--- src/rtl/gate_bank_sequencer.sv ---
// Self-test sequencer for the 7-function gate bank: walks all four operand
// vectors per gate, captures a truth table and flags mismatches against golden.
module gate_bank_sequencer #(
    parameter int unsigned SETTLE_CYCLES = 1
) (
    input  logic        clk,
    input  logic        rst,
    input  logic        start,
    input  logic        mode,
    input  logic [2:0]  gate_sel,
    input  logic [6:0]  gate_y,
    output logic        a1,
    output logic        b1,
    output logic        busy,
    output logic        done,
    output logic [27:0] truth_tbl,
    output logic [6:0]  err_mask,
    output logic        pass
);

    typedef enum logic [1:0] {
        IDLE   = 2'd0,
        DRIVE  = 2'd1,
        SAMPLE = 2'd2,
        DONE   = 2'd3
    } state_t;

    localparam logic [3:0] SETTLE_LAST = 4'(SETTLE_CYCLES - 1);

    state_t      state_r;
    logic [3:0]  settle_cnt_r;
    logic [2:0]  gate_r;
    logic [1:0]  vec_r;
    logic        mode_r;

    logic [7:0]  gate_y_ext_s;
    logic        sample_bit_s;
    logic        mismatch_s;
    logic [6:0]  err_mask_nxt_s;
    logic [1:0]  vec_nxt_s;

    function automatic logic golden(input logic [2:0] gate, input logic a, input logic b);
        logic g;
        case (gate)
            3'd0:    g = a & b;
            3'd1:    g = ~a;
            3'd2:    g = ~(a & b);
            3'd3:    g = a | b;
            3'd4:    g = ~(a | b);
            3'd5:    g = a ^ b;
            3'd6:    g = ~(a ^ b);
            default: g = 1'b0;
        endcase
        return g;
    endfunction

    // Select the sampled gate output and fold any mismatch into the sticky mask.
    always_comb begin
        gate_y_ext_s   = {1'b0, gate_y};
        sample_bit_s   = gate_y_ext_s[gate_r];
        mismatch_s     = sample_bit_s ^ golden(gate_r, a1, b1);
        vec_nxt_s      = vec_r + 2'd1;
        err_mask_nxt_s = err_mask;
        for (int g = 0; g < 7; g++) begin
            err_mask_nxt_s[g] = (gate_r == 3'(g)) ? (err_mask[g] | mismatch_s) : err_mask[g];
        end
    end

    // Sequencer FSM with all outputs registered.
    always_ff @(posedge clk) begin
        if (rst) begin
            state_r      <= IDLE;
            settle_cnt_r <= 4'd0;
            gate_r       <= 3'd0;
            vec_r        <= 2'd0;
            mode_r       <= 1'b0;
            a1           <= 1'b0;
            b1           <= 1'b0;
            busy         <= 1'b0;
            done         <= 1'b0;
            truth_tbl    <= 28'd0;
            err_mask     <= 7'd0;
            pass         <= 1'b0;
        end else begin
            case (state_r)
                IDLE: begin
                    a1   <= 1'b0;
                    b1   <= 1'b0;
                    done <= 1'b0;
                    busy <= 1'b0;
                    if (start) begin
                        truth_tbl    <= 28'd0;
                        err_mask     <= 7'd0;
                        pass         <= 1'b0;
                        vec_r        <= 2'd0;
                        settle_cnt_r <= 4'd0;
                        mode_r       <= mode;
                        if ((mode == 1'b0) && (gate_sel == 3'd7)) begin
                            // Illegal selection: report immediately, never touch the bank.
                            gate_r  <= 3'd0;
                            done    <= 1'b1;
                            state_r <= DONE;
                        end else begin
                            gate_r  <= mode ? 3'd0 : gate_sel;
                            busy    <= 1'b1;
                            state_r <= DRIVE;
                        end
                    end else begin
                        state_r <= IDLE;
                    end
                end
                DRIVE: begin
                    if (settle_cnt_r == SETTLE_LAST) begin
                        settle_cnt_r <= 4'd0;
                        state_r      <= SAMPLE;
                    end else begin
                        settle_cnt_r <= settle_cnt_r + 4'd1;
                        state_r      <= DRIVE;
                    end
                end
                SAMPLE: begin
                    truth_tbl[{gate_r, vec_r}] <= sample_bit_s;
                    err_mask                   <= err_mask_nxt_s;
                    if (vec_r != 2'd3) begin
                        vec_r   <= vec_nxt_s;
                        a1      <= vec_nxt_s[1];
                        b1      <= vec_nxt_s[0];
                        state_r <= DRIVE;
                    end else if (mode_r && (gate_r < 3'd6)) begin
                        gate_r  <= gate_r + 3'd1;
                        vec_r   <= 2'd0;
                        a1      <= 1'b0;
                        b1      <= 1'b0;
                        state_r <= DRIVE;
                    end else begin
                        a1      <= 1'b0;
                        b1      <= 1'b0;
                        busy    <= 1'b0;
                        done    <= 1'b1;
                        pass    <= (err_mask_nxt_s == 7'd0);
                        state_r <= DONE;
                    end
                end
                DONE: begin
                    done    <= 1'b0;
                    state_r <= IDLE;
                end
                default: begin
                    state_r <= IDLE;
                end
            endcase
        end
    end

endmodule

--- config.mk ---
export PLATFORM = sky130hd
export DESIGN_NAME = gate_bank_sequencer
export DESIGN_NICKNAME = d
export VERILOG_FILES = /design/src/rtl/gate_bank_sequencer.sv
export SDC_FILE = /design/constraint.sdc
export NUM_CORES = 1
export LEC_CHECK = 0
export ABC_CLOCK_PERIOD_IN_PS = 2900
export BUFFER_PORTS_ARGS = -buffer_cell sky130_fd_sc_hd__buf_2
export CORE_UTILIZATION = 50
export CTS_CLUSTER_DIAMETER = 150
export DETAILED_ROUTE_END_ITERATION = 7
export GPL_TIMING_DRIVEN = 0
export PLACE_DENSITY = 0.7
export REMOVE_ABC_BUFFERS = 1
export SETUP_SLACK_MARGIN = 0.1
export SLEW_MARGIN = 20
export SYNTH_ARGS = -nofsm -noshare
export SYNTH_HDL_FRONTEND = slang
export SYNTH_SLANG_ARGS = --single-unit
export TNS_END_PERCENT = 1
--- constraint.sdc ---
create_clock -name clk -period 2.9 [get_ports clk]
set_clock_uncertainty 0.2 [all_clocks]
set_input_delay 0.29 -clock clk [delete_from_list [all_inputs] [get_ports clk]]
set_output_delay 0.29 -clock clk [all_outputs]
set_load 0.05 [all_outputs]
# [Word-level counts from Yosys, hierarchy flattened]
# Cells that the tools add are included.
[word_totals] ff_bits=52 input_bits=14 out_inout_bits=40 word_cells=123
[op_classes] add_sub_neg=3 order_cmp=4 n_eq_ne=16 mux=54 n_bitwise=16 n_reduce_logical=18
[op_table] operator="$pmux 28 s2" count=1
[op_table] operator="$bwmux 28" count=1
[op_table] operator="$mux 28" count=1
[op_table] operator="$mux 1" count=22
[op_table] operator="$mux 2" count=8
[op_table] operator="$mux 3" count=5
[op_table] operator="$pmux 7 s2" count=1
[op_table] operator="$eq 3x3->1 const B" count=4
[op_table] operator="$ne 2x2->1 const B" count=5
[op_table] operator="$reduce_and 3->1" count=3
[op_table] operator="$mux 4" count=2
[op_table] operator="$or 1x1->1" count=8
[op_table] operator="$pmux 1 s2" count=4
[op_table] operator="$pmux 2 s4" count=1
[op_table] operator="$pmux 4 s2" count=1
[op_table] operator="$reduce_and 4->1" count=2
[op_table] operator="$logic_not 7->1" count=1
[op_table] operator="$mux 7" count=1
[op_table] operator="$pmux 1 s7" count=1
[op_table] operator="$eq 3x2->1 const B" count=2
[op_table] operator="$lt 5x6->1 const B" count=1
[op_table] operator="$pmux 3 s2" count=1
[op_table] operator="$reduce_and 2->1" count=3
[op_table] operator="$demux 1 s5" count=1
[op_table] operator="other kinds (22)" count=31

# [Longest topological paths before layout]
[depth] depth_word=10 ltp_mapped=9 depth_no_buf=7

# [Worst setup path after synthesis]
# Ideal clock, no wire load.
[synth_path] path_type="register to register" start="register a1" end="register err_mask[2]" setup_time_ns=0.101 t_arrival_ns=1.982 required_time_ns=2.599 slack_ns=0.617 stages_incl_launch_ff=8 path_buffers=0 synth_period_minus_slack_ns=2.283 cell_sequence="dfxtp_1 > inv_1 > ha_1 > nand3_1 > o221ai_1 > a211oi_1 > xnor2_2 > o41ai_1"
[synth_via] elab_chain_len=7 elab_cells_between_ends=12 classes_between="mux (3); bitwise (9)"
[synth_lines] item="start, declared" line="12" text="output logic a1,"
[synth_lines] item="start signal, assigned" line="126" text="a1 <= vec_nxt_s[1];"
[synth_lines] item="$xor 1x1->1, or another cell as far along" line="50, 51"
[synth_lines] item="$not 1->1 (on tied branches)" line="51, 47, 49"
[synth_lines] item="$pmux 1 s7 *" line="44" text="case (gate)"
[synth_lines] item="$xor 1x1->1 *" line="61" text="mismatch_s = sample_bit_s ^ golden(gate_r, a1, b1);"
[synth_lines] item="$or 1x1->1 *" line="65" text="err_mask_nxt_s[g] = (gate_r == 3'(g)) ? (err_mask[g] | mismatch_s) : err_mask[g];"
[synth_lines] item="$mux 1 *" line="65"
[synth_lines] item="$pmux 7 s2 *" line="85" text="case (state_r)"
[synth_lines] item="end signal, assigned" line="123" text="err_mask <= err_mask_nxt_s;"
[synth_lines] item="end, declared" line="17" text="output logic [6:0] err_mask,"
# Mark *: on every way between the ends. The rest lies on a longest branch, timed or not.
# A chain may end at the register's enable or synchronous reset.

# [Final worst setup path]
[layout_path] start="register gate_r[1]" end="register err_mask[2]"
[layout_via] elab_chain_len=6 elab_cells_between_ends=14 classes_between="eq/ne (6); mux (5); bitwise (2); reduce/logical (1)"
[layout_lines] item="start, declared" line="32" text="logic [2:0] gate_r;"
[layout_lines] item="start signal, assigned" line="104" text="gate_r <= mode ? 3'd0 : gate_sel;"
[layout_lines] item="start signal, assigned" line="130" text="gate_r <= gate_r + 3'd1;"
[layout_lines] item="$eq 3x3->1, or another cell as far along" line="44"
[layout_lines] item="$pmux 1 s7 or $mux 1 (tied branches)" line="44, 60"
[layout_lines] item="$xor 1x1->1" line="61"
[layout_lines] item="$or 1x1->1" line="65"
[layout_lines] item="$mux 1 *" line="65"
[layout_lines] item="$pmux 7 s2 *" line="85"
# Mark *: on every way between the ends. The rest lies on a longest branch, timed or not. The select of a mux whose other input is x is not followed.

==> results.cfg <==
[floorplanning]
start_util = 0.522
rows = 26
core_area_um2 = 5110
die_y_um = 75.0
die-area_um2 = 5630
boundaryPins = 54
die_w_um = 75.0

[cells_and_area]
nNetsFinal = 381
antennaDiodeCount = 0
utilization = 0.590
fin_cells = 425
drive_gt1_frac = 0.228
final_cell_area_um2 = 3020
fillers = 502
areaGrowthSynthToFinish_pct = 13.1

[worst_setup_path]
worstPathMaxFanout = 13
start_kind = flip-flop
rrSetupSlack_ns = 0.43
arrival_ns = 2.48
required_ns = 2.91
path_class = flip-flop to flip-flop
cp-end-kind = flip-flop

[placed_design]
placed_cell_area_um2 = 2920
dp_hpwl_um = 3920
gp_congestion = 0.740
numPlacedInstances = 417
pre_cts_ws_ns = 0.136
io_buffers = 53

[global_routing]
grt_pass1_vias = 2061
track_usage = 0.218
grt_start_max_net_pins = 51
grt_pass1_wl_um = 9520
antenna_found_initial = 0
grt-ovfl-total = 0

[routing]
wirelength_um = 5680
drt.antenna.violating_nets = 0
route.detailed.drc = 0
drt-pass1-iter-count = 4
wl_per_cell_um = 13.4
met2_length_um = 2640
wl_met1_um = 2750
first_iter_violations = 151
highest_layer = met4
vias = 2393
wl_met3_um = 232
via_per_inst = 5.63

[timing]
slew_headroom = 0.308
setup_viol = 0
tightest_slew_ns = 1.04
setup_ws_ns = 0.426
finalMaxSlewViolations = 0
whs_ns = 0.0367
grt_setup_unrepaired = no
fin_crit_sh = 0.853
fmax_mhz = 404
period_needed_ns = 2.47
finalHoldViolCount = 0

[logic_synthesis]
ys_types = 45
ys.flop_type = dfxtp_1
synth_top_area_frac = 0.390
syn_inst = 316
synth_seq_cells = 52
ys_warn_count = 0
ys_seq_area_frac = 0.390
yosys-top-cells-count = 52 x dfxtp_1, 31 x a21oi_1, 31 x nand2_1
synthTopCellsByArea = dfxtp_1 39%, ha_1 6.1%, a21oi_1 5.8%
synth_edf_count = 0
synth_area_um2 = 2670
async_flop_share = 0
yosysMostFrequentCell = dfxtp_1
yosys.area.top_type = dfxtp_1
synth.avg_cell_area_um2 = 8.44

[clocking]
cts.path.max_buffers = 2
cts_buffers = 5
h-tree-depth = 2
clock_latency_ns = 0.30
post_cts_buffers = 0
cts_tree = yes
cts_sinks = 52
hold_buffers = 0
clk_pin_slew_ns = 0.09
root_buffer = clkbuf_8

[pwr]
p_leak_nw = 1.18
ir_drop_uv = 252
powerDensity_nw_per_um2 = 510

[flow_run]
maxCapViolCount = 0

[min_path]
hp-class = primary input to flip-flop

[status]
status = finished clean
[worst max-delay path, stage by stage, from the launching register on]
cell and delay (ns):
dfxtp_1 0.56, inv_1 0.18, ha_1 0.28, a22o_1 0.25
a211oi_1 0.39, xnor2_2 0.19, o41ai_1 0.32
[layout by cell type, fill, tap and decap left out, types with 6 or more instances in the layout]
cell and n:
buf_2 53, dfxtp_1 50, a21oi_1 31, nand2_1 31, nor2_1 27, or3_1 22
o211ai_1 20, nand3_1 14, ha_1 13, inv_1 12, mux2_2 8, nor3_1 6
clkbuf_8 6
[state kept, by name (all words and copies together) (netlist names), 2 cells and up]
name and count:
vec_r 2, settle_cnt_r 4, gate_r 3, truth_tbl 28, state_r 2, err_mask 7
[layout make-up]
class                      count  area (µm²)  share of cell area
tap                           70        87.6              0.0290
inverter                      13        48.8              0.0162
multi-input combinational    228        1470               0.486
sequential                    52        1040               0.346
timing repair buffer          54         280              0.0929
clock buffer                   8        90.1              0.0299
[metrics by stage]
| stage | setup TNS [ns] | power, mW |
|---|---|---|
| 3_3_place_gp | -7.82 | 1.11 |
| 5_1_grt | 0 | 1.63 |
| 4_1_cts | 0 | 1.55 |
| 3_5_place_dp | 0 | 1.13 |
| 6_report | 0 | 1.54 |
| 2_1_floorplan | 0 | 1.01 |
[where the power goes]
| part | internal [mW] | switching (mW) |
|---|---|---|
| sequential | 0.735 | 0.0355 |
| clock | 0.195 | 0.227 |
| combinational | 0.112 | 0.234 |
| total | 1.04 | 0.496 |
[repair_timing]
item                                    4_1_cts  5_1_grt
endpoints found under the setup margin        0        1
endpoints found under the hold margin         0        0
resized for setup                             0        2
[metal layers]
layer | up-vias | track usage
met4 | 0 | 0.0692
met1 | 1108 | 0.294
met5 | - | 0
li1 | 1224 | -
met2 | 56 | 0.363
met3 | 5 | 0.0295
[worst paths after layout]
check | cells past startpoint | to | startpoint
max | 6 | err_mask[2] | gate_r[1]
min | 3 | mode_r | mode
max reg2reg | 6 | err_mask[2] | gate_r[1]
min reg2reg | 2 | mode_r | mode_r
[logic make-up after synthesis]
family,count (synthesis),share of synthesized area
and+or+nand+nor,117,0.214
buffers and inverters,36,0.0652
DFF,52,0.390
xor gates and xnor gates,1,0.00610
adders and majority gates,13,0.0610
AOI/OAI and AO/OA,85,0.215
muxes,12,0.0488
Note: power is estimated with default switching activity, not from simulation.
